### config.mk
export PLATFORM = sky130hd
export DESIGN_NAME = unified_mem_arbiter_flat
export DESIGN_NICKNAME = d
export VERILOG_FILES = /design/src/rtl/unified_mem_arbiter_if.sv /design/src/rtl/unified_mem_arbiter.sv /design/src/flat_wrapper.sv
export SDC_FILE = /design/constraint.sdc
export NUM_CORES = 1
export LEC_CHECK = 0
export ABC_AREA = 1
export BUFFER_PORTS_ARGS = -buffer_cell sky130_fd_sc_hd__buf_4
export CAP_MARGIN = 20
export CELL_PAD_IN_SITES_DETAIL_PLACEMENT = 0
export CELL_PAD_IN_SITES_GLOBAL_PLACEMENT = 1
export CORE_ASPECT_RATIO = 0.75
export CORE_MARGIN = 10
export CORE_UTILIZATION = 36
export DETAILED_ROUTE_END_ITERATION = 8
export PLACE_DENSITY = 0.85
export SLEW_MARGIN = 10
export SYNTH_ARGS = -nofsm -noshare
export SYNTH_HDL_FRONTEND = slang
export SYNTH_SLANG_ARGS = --single-unit
export TNS_END_PERCENT = 10
### constraint.sdc
create_clock -name clk -period 2.4 [get_ports clk]
set_clock_uncertainty 0.05 [all_clocks]
set_input_delay 0.48 -clock clk [delete_from_list [all_inputs] [get_ports clk]]
set_output_delay 0.48 -clock clk [all_outputs]
set_load 0.005 [all_outputs]
### src/rtl/unified_mem_arbiter_if.sv
// Bus bundle for the unified memory arbiter: fetch port, data port and the
// single-ported memory side. The slave modport is the arbiter's view; the
// master modport is the view of whatever drives the requests and the memory.
interface unified_mem_arbiter_if #(
  parameter int N = 32
);
  // Fetch (IF) port
  logic         if_req;
  logic [N-1:0] if_addr;
  logic         if_done;
  logic [N-1:0] if_rdata;
  logic         if_stall;
  // Load/store (D) port
  logic         d_req;
  logic         d_we;
  logic [1:0]   d_size;
  logic [N-1:0] d_addr;
  logic [N-1:0] d_wdata;
  logic         d_done;
  logic [N-1:0] d_rdata;
  logic         d_misalign;
  logic         d_stall;
  // Memory side
  logic         mem_en;
  logic         mem_we;
  logic [1:0]   mem_size;
  logic [N-1:0] mem_addr;
  logic [N-1:0] mem_wdata;
  logic [N-1:0] mem_rdata;

  modport slave (
    input  if_req, if_addr, d_req, d_we, d_size, d_addr, d_wdata, mem_rdata,
    output if_done, if_rdata, if_stall, d_done, d_rdata, d_misalign, d_stall,
           mem_en, mem_we, mem_size, mem_addr, mem_wdata
  );

  modport master (
    output if_req, if_addr, d_req, d_we, d_size, d_addr, d_wdata, mem_rdata,
    input  if_done, if_rdata, if_stall, d_done, d_rdata, d_misalign, d_stall,
           mem_en, mem_we, mem_size, mem_addr, mem_wdata
  );
endinterface

### src/rtl/unified_mem_arbiter.sv
// Arbiter sharing one single-ported unified memory between instruction fetch
// (IF) and load/store (D). Each access runs IDLE -> ISSUE -> WAIT -> RESP;
// misaligned data ops skip the memory and go straight to RESP. D normally wins
// a tie, but after STARVE_MAX consecutive D grants with IF waiting, IF wins.
module unified_mem_arbiter #(
  parameter int N          = 32,
  parameter int MEM_LAT    = 1,
  parameter int STARVE_MAX = 2
) (
  input logic                    clk,
  input logic                    rst,
  unified_mem_arbiter_if.slave   bus
);

  localparam int CW = (MEM_LAT > 1) ? $clog2(MEM_LAT) : 1;
  localparam int SW = $clog2(STARVE_MAX + 1);
  localparam logic [CW-1:0] CNT_INIT   = CW'(MEM_LAT - 1);
  localparam logic [CW-1:0] CNT_ONE    = CW'(1);
  localparam logic [SW-1:0] STREAK_MAX = SW'(STARVE_MAX);
  localparam logic [SW-1:0] STREAK_ONE = SW'(1);

  typedef enum logic [1:0] {
    S_IDLE  = 2'd0,
    S_ISSUE = 2'd1,
    S_WAIT  = 2'd2,
    S_RESP  = 2'd3
  } state_t;

  // Size encoding: 00 byte, 01 half, 10/11 word.
  function automatic logic is_misaligned(input logic [1:0] size, input logic [1:0] addr_lo);
    logic mis;
    case (size)
      2'b00:   mis = 1'b0;
      2'b01:   mis = addr_lo[0];
      default: mis = (addr_lo != 2'b00);
    endcase
    return mis;
  endfunction

  state_t        state_q;
  logic          owner_d_q;     // 1: current access belongs to D, 0: to IF
  logic [CW-1:0] cnt_q;
  logic [SW-1:0] streak_q;
  logic          mem_en_q;
  logic          mem_we_q;
  logic [1:0]    mem_size_q;
  logic [N-1:0]  mem_addr_q;
  logic [N-1:0]  mem_wdata_q;
  logic          if_done_q;
  logic [N-1:0]  if_rdata_q;
  logic          d_done_q;
  logic [N-1:0]  d_rdata_q;
  logic          d_misalign_q;

  logic pick_d_d;
  logic pick_if_d;
  logic d_misal_d;

  // Arbitration decision for the current IDLE cycle
  always_comb begin
    pick_d_d  = 1'b0;
    pick_if_d = 1'b0;
    d_misal_d = is_misaligned(bus.d_size, bus.d_addr[1:0]);
    if (bus.if_req && bus.d_req) begin
      if (streak_q == STREAK_MAX) begin
        pick_if_d = 1'b1;
      end else begin
        pick_d_d = 1'b1;
      end
    end else if (bus.d_req) begin
      pick_d_d = 1'b1;
    end else if (bus.if_req) begin
      pick_if_d = 1'b1;
    end else begin
      pick_d_d  = 1'b0;
      pick_if_d = 1'b0;
    end
  end

  // Access sequencer: grant, issue, latency wait, response, with registered outputs
  always_ff @(posedge clk or negedge rst) begin
    if (!rst) begin
      state_q      <= S_IDLE;
      owner_d_q    <= 1'b0;
      cnt_q        <= '0;
      streak_q     <= '0;
      mem_en_q     <= 1'b0;
      mem_we_q     <= 1'b0;
      mem_size_q   <= 2'b00;
      mem_addr_q   <= '0;
      mem_wdata_q  <= '0;
      if_done_q    <= 1'b0;
      if_rdata_q   <= '0;
      d_done_q     <= 1'b0;
      d_rdata_q    <= '0;
      d_misalign_q <= 1'b0;
    end else begin
      case (state_q)
        S_IDLE: begin
          if (pick_d_d) begin
            owner_d_q <= 1'b1;
            if (bus.if_req && (streak_q != STREAK_MAX)) begin
              streak_q <= streak_q + STREAK_ONE;
            end
            if (d_misal_d) begin
              // Rejected op: respond immediately without touching memory.
              state_q      <= S_RESP;
              d_done_q     <= 1'b1;
              d_misalign_q <= 1'b1;
            end else begin
              state_q     <= S_ISSUE;
              mem_en_q    <= 1'b1;
              mem_we_q    <= bus.d_we;
              mem_size_q  <= bus.d_size;
              mem_addr_q  <= bus.d_addr;
              mem_wdata_q <= bus.d_wdata;
            end
          end else if (pick_if_d) begin
            owner_d_q   <= 1'b0;
            streak_q    <= '0;
            state_q     <= S_ISSUE;
            mem_en_q    <= 1'b1;
            mem_we_q    <= 1'b0;
            mem_size_q  <= 2'b10;
            mem_addr_q  <= bus.if_addr;
            mem_wdata_q <= '0;
          end
        end
        S_ISSUE: begin
          mem_en_q <= 1'b0;
          cnt_q    <= CNT_INIT;
          state_q  <= S_WAIT;
        end
        S_WAIT: begin
          if (cnt_q == '0) begin
            state_q <= S_RESP;
            if (owner_d_q) begin
              d_done_q     <= 1'b1;
              d_misalign_q <= 1'b0;
              if (!mem_we_q) begin
                d_rdata_q <= bus.mem_rdata;
              end
            end else begin
              if_done_q  <= 1'b1;
              if_rdata_q <= bus.mem_rdata;
            end
          end else begin
            cnt_q <= cnt_q - CNT_ONE;
          end
        end
        S_RESP: begin
          // Requests are deliberately not sampled here; next grant is from IDLE.
          if_done_q    <= 1'b0;
          d_done_q     <= 1'b0;
          d_misalign_q <= 1'b0;
          state_q      <= S_IDLE;
        end
        default: begin
          state_q  <= S_IDLE;
          mem_en_q <= 1'b0;
        end
      endcase
    end
  end

  assign bus.mem_en     = mem_en_q;
  assign bus.mem_we     = mem_we_q;
  assign bus.mem_size   = mem_size_q;
  assign bus.mem_addr   = mem_addr_q;
  assign bus.mem_wdata  = mem_wdata_q;
  assign bus.if_done    = if_done_q;
  assign bus.if_rdata   = if_rdata_q;
  assign bus.d_done     = d_done_q;
  assign bus.d_rdata    = d_rdata_q;
  assign bus.d_misalign = d_misalign_q;
  assign bus.if_stall   = bus.if_req & ~if_done_q;
  assign bus.d_stall    = bus.d_req & ~d_done_q;

endmodule

### src/flat_wrapper.sv
// flat-port wrapper written by rule: the top's interface ports become plain ports
module unified_mem_arbiter_flat 
#(
  parameter int N          = 32,
  parameter int MEM_LAT    = 1,
  parameter int STARVE_MAX = 2
)
  (clk, rst, bus_if_req, bus_if_addr, bus_d_req, bus_d_we, bus_d_size, bus_d_addr, bus_d_wdata, bus_mem_rdata, bus_if_done, bus_if_rdata, bus_if_stall, bus_d_done, bus_d_rdata, bus_d_misalign, bus_d_stall, bus_mem_en, bus_mem_we, bus_mem_size, bus_mem_addr, bus_mem_wdata);
  unified_mem_arbiter_if #(.N(N)) bus_i ();
  input logic clk;
  input logic rst;
  input wire logic [$bits(bus_i.if_req)-1:0] bus_if_req;
  input wire logic [$bits(bus_i.if_addr)-1:0] bus_if_addr;
  input wire logic [$bits(bus_i.d_req)-1:0] bus_d_req;
  input wire logic [$bits(bus_i.d_we)-1:0] bus_d_we;
  input wire logic [$bits(bus_i.d_size)-1:0] bus_d_size;
  input wire logic [$bits(bus_i.d_addr)-1:0] bus_d_addr;
  input wire logic [$bits(bus_i.d_wdata)-1:0] bus_d_wdata;
  input wire logic [$bits(bus_i.mem_rdata)-1:0] bus_mem_rdata;
  output wire logic [$bits(bus_i.if_done)-1:0] bus_if_done;
  output wire logic [$bits(bus_i.if_rdata)-1:0] bus_if_rdata;
  output wire logic [$bits(bus_i.if_stall)-1:0] bus_if_stall;
  output wire logic [$bits(bus_i.d_done)-1:0] bus_d_done;
  output wire logic [$bits(bus_i.d_rdata)-1:0] bus_d_rdata;
  output wire logic [$bits(bus_i.d_misalign)-1:0] bus_d_misalign;
  output wire logic [$bits(bus_i.d_stall)-1:0] bus_d_stall;
  output wire logic [$bits(bus_i.mem_en)-1:0] bus_mem_en;
  output wire logic [$bits(bus_i.mem_we)-1:0] bus_mem_we;
  output wire logic [$bits(bus_i.mem_size)-1:0] bus_mem_size;
  output wire logic [$bits(bus_i.mem_addr)-1:0] bus_mem_addr;
  output wire logic [$bits(bus_i.mem_wdata)-1:0] bus_mem_wdata;
  assign bus_i.if_req = bus_if_req;
  assign bus_i.if_addr = bus_if_addr;
  assign bus_i.d_req = bus_d_req;
  assign bus_i.d_we = bus_d_we;
  assign bus_i.d_size = bus_d_size;
  assign bus_i.d_addr = bus_d_addr;
  assign bus_i.d_wdata = bus_d_wdata;
  assign bus_i.mem_rdata = bus_mem_rdata;
  assign bus_if_done = bus_i.if_done;
  assign bus_if_rdata = bus_i.if_rdata;
  assign bus_if_stall = bus_i.if_stall;
  assign bus_d_done = bus_i.d_done;
  assign bus_d_rdata = bus_i.d_rdata;
  assign bus_d_misalign = bus_i.d_misalign;
  assign bus_d_stall = bus_i.d_stall;
  assign bus_mem_en = bus_i.mem_en;
  assign bus_mem_we = bus_i.mem_we;
  assign bus_mem_size = bus_i.mem_size;
  assign bus_mem_addr = bus_i.mem_addr;
  assign bus_mem_wdata = bus_i.mem_wdata;
  unified_mem_arbiter #(.N(N), .MEM_LAT(MEM_LAT), .STARVE_MAX(STARVE_MAX)) u_core (.clk(clk), .rst(rst), .bus(bus_i));
endmodule
==> metrics.csv, run 1 <==
metric;value;unit
yosysTopAreaCell;dfrtp_1;
syn-cell-area;0.00591;mm²
synth_top_area_share;59.3;%
dp_hpwl;14.6;mm
power;11200;µW
first_global_vias;5417;
ff2ff_setup_slack;0.42;ns
diodes;0;
via_per_inst;4.53;
setup_viol;0;
setup_tns;0;ns
coreArea;0.0161;mm²
grt_max_degree;74;
clkTransAtPathRegs;0.06;ns
dp_slack;0.393;ns
ioPinCount;272;
hold_end;u_core.bus.mem_wdata[30];
r2r-start;u_core.state_q[0];
p_leak;0.00485;µW
powerDensity;1280;mW/mm²
ir_drop;0.484;mV
n_fill_cell;1492;
endpoint_kind;register;
min_from;bus_d_wdata[30];
drt_iter0_drc;313;
via_count;5395;
layout.nets;1109;
numCtsBuffers;17;
antenna_found_initial;0;
critical_path_class;reg -> reg;
dieHeight;131;µm
syn_nets;844;
grtUsageTotal;17.3;%
syn2layout_area_growth;49.0;%
hold_viol_final;0;
h-tree-depth;4;
gr-total-overflow;0;
fp-row-count;40;
critical_path_arrival;2.17;ns
syn-mean-instance-area;8.40;µm²
cts_tree;yes;
finalCritPeriodShare;82.6;%
synth_cells;703;
cp_max_fo;64;
synth-seq-cells;140;
relSlewSlack;39.2;%
r2r-end;u_core.bus.if_rdata[0];
worst_slack;0.417;ns
outcome;complete, no violations;
post_cts_buffers;0;
synth_cell_types;21;
rr_worst_depth;6;
die_w;168;µm
post-place-cells;1158;
drive_gt1_share;33.0;%
worstMarginPinSlew;0.910;ns
fmaxAchievable;504;MHz
gp_congestion;0.800;
drv_cap;0;
synthTopCellsByArea;dfrtp_1, nand2_1, o21ai_0;
cp-start-kind;register;
holdPathStages;3;
route.detailed.drc;0;
die_area;0.0220;mm²
min_period;1.98;ns
insertion_delay;0.41;ns
clockRootBuffer;clkbuf_16;
slew_viol_final;0;
crit_start;u_core.state_q[0];
layout.cells.non_filler;1191;
clk_path_buf_depth;2;
ys_warn_count;0;
io_buffers;271;
wl;19.4;mm
wl_per_cell;16.3;µm
synth-seq-area-share;59.3;%
clock_sinks;140;
grt_pass1_wl;30.4;mm
initial_core_util;36.8;%
min_path_type;in -> reg;
dr.pass1.iters;5;
rsz0062_at_grt;no;
final_antenna_net_count;0;
cp.required;2.59;ns
## critical path, cell delays in order, from the launching register on
cell	delay [ns]
dfrtp_1	0.41
inv_1	0.08
ha_1	0.23
inv_1	0.07
nor2_1	0.07
inv_2	0.66
o21ai_0	0.23
## per-layer routing
metal | wire length [µm] | vias up | track usage (%)
met5 | 0 | - | 0
met4 | 153 | 0 | 4.19
met3 | 1930 | 13 | 7.58
met2 | 8550 | 201 | 25.3
met1 | 8790 | 2459 | 23.2
li1 | - | 2722 | -
## layout by cell type (no fill, tap or decap)
cell type      count
dfrtp_1          140
a21oi_1            1
nand2_2            4
dlygate4sd3_1      1
o21ai_0           71
o31ai_1            1
buf_4            276
buf_6              1
clkinvlp_4         3
clkbuf_16         17
inv_2              3
inv_1             47
o21ai_4            1
ha_1               6
nor2_1             7
nand4_1            3
o21ai_1           34
clkinv_4           1
o22ai_1            2
clkinv_2           2
buf_12             5
inv_8              1
nand3_1            6
bufinv_16          3
inv_6              5
nand2_1          338
a21oi_4            2
## cell usage after synthesis, drive strengths merged
master  count
ha          6
nand4       3
nor2        7
buf        24
o22ai       2
nand2     342
o21ai     106
dfrtp     140
o31ai       1
a21oi       3
inv        50
nand3       6
clkbuf     13
## final cells by class
type                    instances  area [µm²]  share of cell area (%)
inverters                      50         188                    2.13
repair buffers                283        2190                    24.9
multi-input cells             476        2040                    23.2
well taps                     210         263                    2.99
flip-flops and latches        140        3500                    39.8
clock inverters                15         186                    2.12
clock buffers                  17         425                    4.83
## through the flow
| stage | area, µm² | util [%] | hold slack [ns] |
|---|---|---|---|
| 2_1_floorplan | 5910 | - | 0.134 |
| 3_3_place_gp | 8180 | 50.9 | 0.413 |
| 3_5_place_dp | 8180 | 50.9 | 0.418 |
| 4_1_cts | 8800 | 54.8 | 0.255 |
| 5_1_grt | 8800 | 54.8 | 0.268 |
| 6_report | 8800 | 54.8 | 0.277 |
## power breakdown
| group | switching (µW) | total (µW) | internal [µW] |
|---|---|---|---|
| Sequential | 645 | 4130 | 3490 |
| Clock | 1090 | 2740 | 1660 |
| Combinational | 2190 | 4370 | 2180 |
| Total | 3920 | 11200 | 7320 |
## flip-flops by register name, indices dropped and copies added, names as in the netlist, 2 cells and up
register	count
u_core.bus.if_rdata	32
u_core.bus.mem_size	2
u_core.streak_q	2
u_core.state_q	2
u_core.bus.mem_addr	32
u_core.bus.mem_wdata	32
u_core.bus.d_rdata	32
## logic make-up (layout without fill, tap and decap cells)
group | after synthesis | count (layout) | share of synthesized area [%]
simple gates | 358 | 358 | 23.1
flops | 140 | 140 | 59.3
compound gates | 112 | 112 | 10.0
buf+inv | 87 | 365 | 6.27
fa+ha+maj | 6 | 6 | 1.27
## worst max-delay path by stage
stage,endpoint,slack [ns],cells past startpoint
2_1_floorplan,u_core.bus.mem_addr[10],0.82,10
3_3_place_gp,u_core.bus.mem_addr[3],0.51,9
3_5_place_dp,u_core.bus.if_rdata[0],0.39,6
4_1_cts,u_core.bus.if_rdata[0],0.38,6
5_1_grt,u_core.bus.if_rdata[30],0.16,6
6_report,u_core.bus.if_rdata[0],0.42,6
## timing repair
| item | 4_1_cts | 5_1_grt |
|---|---|---|
| resized for setup | 0 | 0 |
| hold buffers | 1 | 0 |
| setup endpoints to repair | 0 | 0 |
| hold endpoints to repair | 46 | 0 |
(Power assumes the default switching activity.)
==> run 2, diff against run 1 <==
--- a/config.mk
+++ b/config.mk
@@ -12,9 +12,9 @@
 export CELL_PAD_IN_SITES_GLOBAL_PLACEMENT = 1
 export CORE_ASPECT_RATIO = 0.75
 export CORE_MARGIN = 10
-export CORE_UTILIZATION = 36
+export CORE_UTILIZATION = 33
 export DETAILED_ROUTE_END_ITERATION = 8
-export PLACE_DENSITY = 0.85
+export PLACE_DENSITY = 0.79
 export SLEW_MARGIN = 10
 export SYNTH_ARGS = -nofsm -noshare
 export SYNTH_HDL_FRONTEND = slang
==> constraint.sdc (replaced) <==
create_clock -name clk -period 2.07 [get_ports clk]
set_clock_uncertainty 0.05 [all_clocks]
set_input_delay 0.414 -clock clk [delete_from_list [all_inputs] [get_ports clk]]
set_output_delay 0.414 -clock clk [all_outputs]
set_load 0.005 [all_outputs]
==> metrics.csv, run 2 (synthesis results as in run 1) <==
metric;value;unit
powerDensity;1450;mW/mm²
first_global_vias;5125;
antenna_found_initial;0;
ioPinCount;272;
clkTransAtPathRegs;0.06;ns
final_cell_mix;nand2_1, buf_4, dfrtp_1;
critical_path_arrival;2.14;ns
drt_iter0_drc;410;
wl;19.0;mm
use_met1;20.8;%
crit_chain;inv_1 -> ha_1 -> inv_1 -> a21oi_4 -> o21ai_4 -> buf_12 -> nand2_1 -> o21ai_0;
layout.nets;1109;
coreArea;0.0176;mm²
setup_tns;0;ns
wl_per_cell;15.6;µm
cp_slowest_cell;dfrtp_1;
crit_buf_inv;3;
ir_drop;0.490;mV
dp_slack;0.177;ns
route.detailed.drc;0;
initial_core_util;33.6;%
die_area;0.0237;mm²
met2_usage;22.6;%
cp-start-kind;register;
ff2ff_setup_slack;0.15;ns
syn2layout_area_growth;49.3;%
grt_max_degree;96;
numCtsBuffers;17;
holdPathStages;3;
grt_pass1_wl;29.6;mm
rsz0062_at_grt;no;
grt.met3_usage;7.12;%
r2r-start;u_core.state_q[1];
rr_worst_depth;8;
dp_hpwl;14.3;mm
critical_path_class;reg -> reg;
p_leak;0.00484;µW
endpoint_kind;register;
insertion_delay;0.41;ns
cp_common_cell;inv_1;
hold_end;u_core.bus.mem_wdata[24];
io_buffers;271;
hold_viol_final;0;
clk_path_buf_depth;2;
n_fill_cell;1748;
finalCritPeriodShare;92.8;%
final_antenna_net_count;0;
fmaxAchievable;521;MHz
gr-total-overflow;0;
gp_congestion;0.816;
fin_area;0.00882;mm²
critPathMaxStageDelay;0.39;ns
busiest_layer;met2;
diodes;0;
min_from;bus_d_wdata[24];
min_path_type;in -> reg;
drv_cap;0;
relSlewSlack;60.5;%
setup_viol;0;
path_depth;8;
worst_slack;0.150;ns
cp.required;2.29;ns
cts_tree;yes;
min_period;1.92;ns
placed_area;0.00823;mm²
dieHeight;136;µm
drive_gt1_share;32.9;%
grtUsageTotal;15.7;%
r2r-end;u_core.bus.mem_wdata[5];
via_per_inst;4.35;
via_count;5315;
cp_max_fo;95;
clock_sinks;140;
slew_viol_final;0;
h-tree-depth;4;
fp-row-count;42;
post_cts_buffers;0;
clockRootBuffer;clkbuf_16;
outcome;complete, no violations;
worstMarginPinSlew;0.592;ns
die_w;174;µm
dr.pass1.iters;5;
final_common_cell;nand2_1;
crit_family;buffers and inverters;
==> run 2: power breakdown <==
part	switching [µW]	internal, µW	leakage (µW)
combinational	2510	2540	0.00281
sequential	735	4040	0.00175
clock	1180	1780	0.000284
total	4430	8360	0.00484
==> run 2: tightest hold or removal path, stage by stage <==
cell,delay (ns)
buf_4,0.11
nand2_1,0.05
o21ai_1,0.06
==> run 2: per-stage QoR <==
| step | hold slack, ns | util [%] | total power (µW) | instances |
|---|---|---|---|---|
| floorplan | 0.0684 | - | 6910 | 703 |
| global placement | 0.285 | 46.8 | 9910 | 1190 |
| detailed placement | 0.284 | 46.8 | 10000 | 1190 |
| CTS | 0.191 | 50.1 | 13000 | 1223 |
| global route | 0.201 | 50.1 | 13800 | 1223 |
| finish | 0.211 | 50.1 | 12800 | 1223 |
==> run 2: per-layer routing <==
metal,routed length [µm],up-vias
li1,-,2719
met4,148,0
met5,0,-
met1,8580,2377
met3,2130,13
met2,8160,206
==> run 2: how the worst max path moves through the flow <==
| stage | start | to | slack, ns |
|---|---|---|---|
| floorplan | u_core.state_q[1] | u_core.bus.mem_addr[10] | 0.49 |
| global placement | u_core.state_q[0] | u_core.bus.mem_wdata[5] | 0.28 |
| detailed placement | u_core.state_q[1] | u_core.bus.mem_wdata[5] | 0.18 |
| CTS | u_core.state_q[0] | u_core.bus.mem_wdata[5] | 0.16 |
| global route | u_core.state_q[1] | u_core.bus.mem_wdata[31] | 0.001 |
| finish | u_core.state_q[1] | u_core.bus.mem_wdata[5] | 0.15 |
==> run 2: final cells by class <==
class                           instances  area (µm²)  share of cell area [%]
Timing Repair Buffer                  283        2210                    25.0
Multi-Input combinational cell        476        2040                    23.2
Inverter                               50         188                    2.13
Sequential cell                       140        3500                    39.7
Clock buffer                           18         429                    4.87
Clock inverter                         14         145                    1.65
Tap cell                              242         303                    3.43
==> run 2: repair_timing <==
action,4_1_cts,5_1_grt
endpoints found under the hold margin,34,0
gates resized for setup,0,0
hold buffers,1,0
==> run 3, diff against run 2 <==
--- a/config.mk
+++ b/config.mk
@@ -5,14 +5,14 @@
 export SDC_FILE = /design/constraint.sdc
 export NUM_CORES = 1
 export LEC_CHECK = 0
-export ABC_AREA = 1
+export ABC_AREA = 0
 export BUFFER_PORTS_ARGS = -buffer_cell sky130_fd_sc_hd__buf_4
 export CAP_MARGIN = 20
 export CELL_PAD_IN_SITES_DETAIL_PLACEMENT = 0
 export CELL_PAD_IN_SITES_GLOBAL_PLACEMENT = 1
 export CORE_ASPECT_RATIO = 0.75
 export CORE_MARGIN = 10
-export CORE_UTILIZATION = 33
+export CORE_UTILIZATION = 35
 export DETAILED_ROUTE_END_ITERATION = 8
 export PLACE_DENSITY = 0.79
 export SLEW_MARGIN = 10
==> metrics.csv, run 3 <==
metric;value;unit
rsz0062_at_grt;no;
setup_tns;0;ns
endpoint_kind;register;
p_leak;0.00424;µW
synth_xor_area_share;0;%
yosysTopAreaCell;dfrtp_1;
synth_top_family_by_area;multiplexers;
clockRootBuffer;clkbuf_16;
drt_iter0_drc;312;
critPathMaxStageDelay;0.40;ns
route.detailed.drc;0;
synth_cell_types;31;
crit_chain;inv_1 -> ha_1 -> nand2b_1 -> a32oi_4 -> buf_4 -> o21ai_0 -> o21ai_1;
first_global_vias;5180;
r2r-start;u_core.streak_q[0];
synth-seq-cells;140;
wl_met3;1.85;mm
ys_async_sr_fraction;100;%
cts_tree;yes;
antenna_found_initial;0;
ys_warn_count;0;
layout.nets;896;
critical_path_class;reg -> reg;
cp-start-kind;register;
synth_cells;488;
top_layer_used;met4;
synth_adder_area_share;1.29;%
final_antenna_net_count;0;
final_cell_mix;buf_4, dfrtp_1, o21ai_0;
synthFlopType;dfrtp_1;
ctsResizeCount;0;
worst_slack;0.204;ns
setup_viol;0;
final_common_cell;buf_4;
dp_slack;0.210;ns
syn-cell-area;0.00584;mm²
cp_slowest_cell;buf_4;
synthSimpleGateAreaFrac;3.88;%
ioPinCount;272;
power;12900;µW
dp_hpwl;14.4;mm
clk_path_buf_depth;2;
synth_compound_area_share;13.4;%
clock_sinks;140;
coreArea;0.0162;mm²
h-tree-depth;4;
dieHeight;132;µm
muxShareOfSynthArea;18.2;%
whs;0.161;ns
min_from;bus_mem_rdata[25];
syn2layout_area_growth;50.0;%
hold_end;u_core.bus.if_rdata[25];
syn-mean-instance-area;12.0;µm²
ff2ff_setup_slack;0.20;ns
routed-wl-met2;8.75;mm
synth_edf_count;0;
min_period;1.87;ns
clkTransAtPathRegs;0.06;ns
dr.pass1.iters;4;
die_area;0.0223;mm²
powerDensity;1480;mW/mm²
grt_max_degree;55;
yosysMostFrequentCell;dfrtp_1;
ir_drop;0.544;mV
post-place-cells;945;
critical_path_arrival;2.15;ns
min_path_type;in -> reg;
outcome;complete, no violations;
via_count;4809;
diodes;0;
m1WireLength;8.00;mm
grt_pass1_wl;29.5;mm
hold_viol_final;0;
worstMarginPinSlew;0.365;ns
layout.cells.non_filler;978;
via_per_inst;4.92;
die_w;169;µm
gr-total-overflow;0;
synth_top_area_share;60.0;%
rr_worst_depth;7;
slew_viol_final;0;
cp.required;2.35;ns
initial_core_util;36.1;%
gp_congestion;0.784;
synthTopCellsByArea;dfrtp_1, mux2_1, o21ai_0;
wl;18.8;mm
cp_max_fo;44;
grtUsageTotal;16.3;%
numCtsBuffers;17;
wl_per_cell;19.2;µm
syn_nets;629;
drv_cap;0;
drive_gt1_share;45.4;%
io_buffers;271;
fmaxAchievable;536;MHz
relSlewSlack;75.1;%
fp-row-count;40;
synth_common_cells;dfrtp_1, o21ai_0, o21ai_1, nand2_1, mux2_1;
holdPathStages;2;
post_cts_buffers;0;
r2r-end;u_core.bus.mem_wdata[25];
synth-seq-area-share;60.0;%
insertion_delay;0.41;ns
finalCritPeriodShare;90.1;%
[run 3: changes by cell type after synthesis, moves of 4 or more]
cell      delta
mux2_2      +30
mux2i_1     +33
clkbuf_1     +7
nand2_1    -301
inv_1       -42
nand2b_1     +5
nor2_1       -4
buf_4        -5
nand3_1      -5
o21ai_1     +33
mux2_1      +35
[run 3: how the worst max path moves through the flow]
| stage | cells after the start | start | endpoint |
|---|---|---|---|
| final | 7 | u_core.streak_q[0] | u_core.bus.mem_wdata[25] |
| after global routing | 7 | u_core.streak_q[0] | u_core.bus.mem_wdata[2] |
| after detailed placement | 7 | u_core.streak_q[0] | u_core.bus.mem_wdata[25] |
| after global placement | 7 | u_core.streak_q[0] | u_core.bus.mem_addr[23] |
| after floorplan | 7 | u_core.streak_q[0] | u_core.bus.mem_size[1] |
| after CTS | 7 | u_core.streak_q[0] | u_core.bus.mem_wdata[25] |
[run 3: power by group]
group	total [µW]	leakage, µW	switching [µW]	internal (µW)
clock	2930	0.000269	1220	1710
combinational	5180	0.00226	2280	2900
sequential	4810	0.00171	762	4050
total	12900	0.00424	4270	8650
[run 3: cells by family (layout without fill, tap and decap cells)]
kind of cell	after synthesis	count (layout)
flops	140	140
simple gates	53	53
compound gates	147	147
fa+ha+maj	6	6
mux	98	98
buf+inv	44	324
[run 3: layout make-up]
type	instances	area (µm²)
clock buffer	19	443
inverter	7	26.3
fill	1420	7410
sequential	140	3500
tap	210	263
multi-input combinational	304	2170
timing repair buffer	285	2220
clock inverter	13	133
[run 3: layer usage]
| metal | global-route usage [%] | vias up |
|---|---|---|
| met2 | 25.6 | 217 |
| met1 | 20.0 | 2328 |
| met3 | 7.24 | 17 |
| met4 | 4.45 | 0 |
| met5 | 0 | - |
| li1 | - | 2247 |
[run 3: worst max-delay path, delay by kind of cell (launching register included)]
kind	cells	cell delay [ns]
AND/OR/NAND/NOR	1	0.21
adder cells (fa/ha/maj)	1	0.23
AO/OA/AOI/OAI	3	0.47
buffers and inverters	2	0.45
flip-flops	1	0.36
[run 3: metrics by stage]
step	instance area [µm²]	utilization [%]
2_1_floorplan	5840	-
3_3_place_gp	8170	50.5
3_5_place_dp	8170	50.5
4_1_cts	8760	54.2
5_1_grt	8760	54.2
6_report	8760	54.2
[run 3: repair_timing]
item	4_1_cts	5_1_grt
hold endpoints to repair	37	0
endpoints found under the setup margin	0	0
hold buffers	1	0
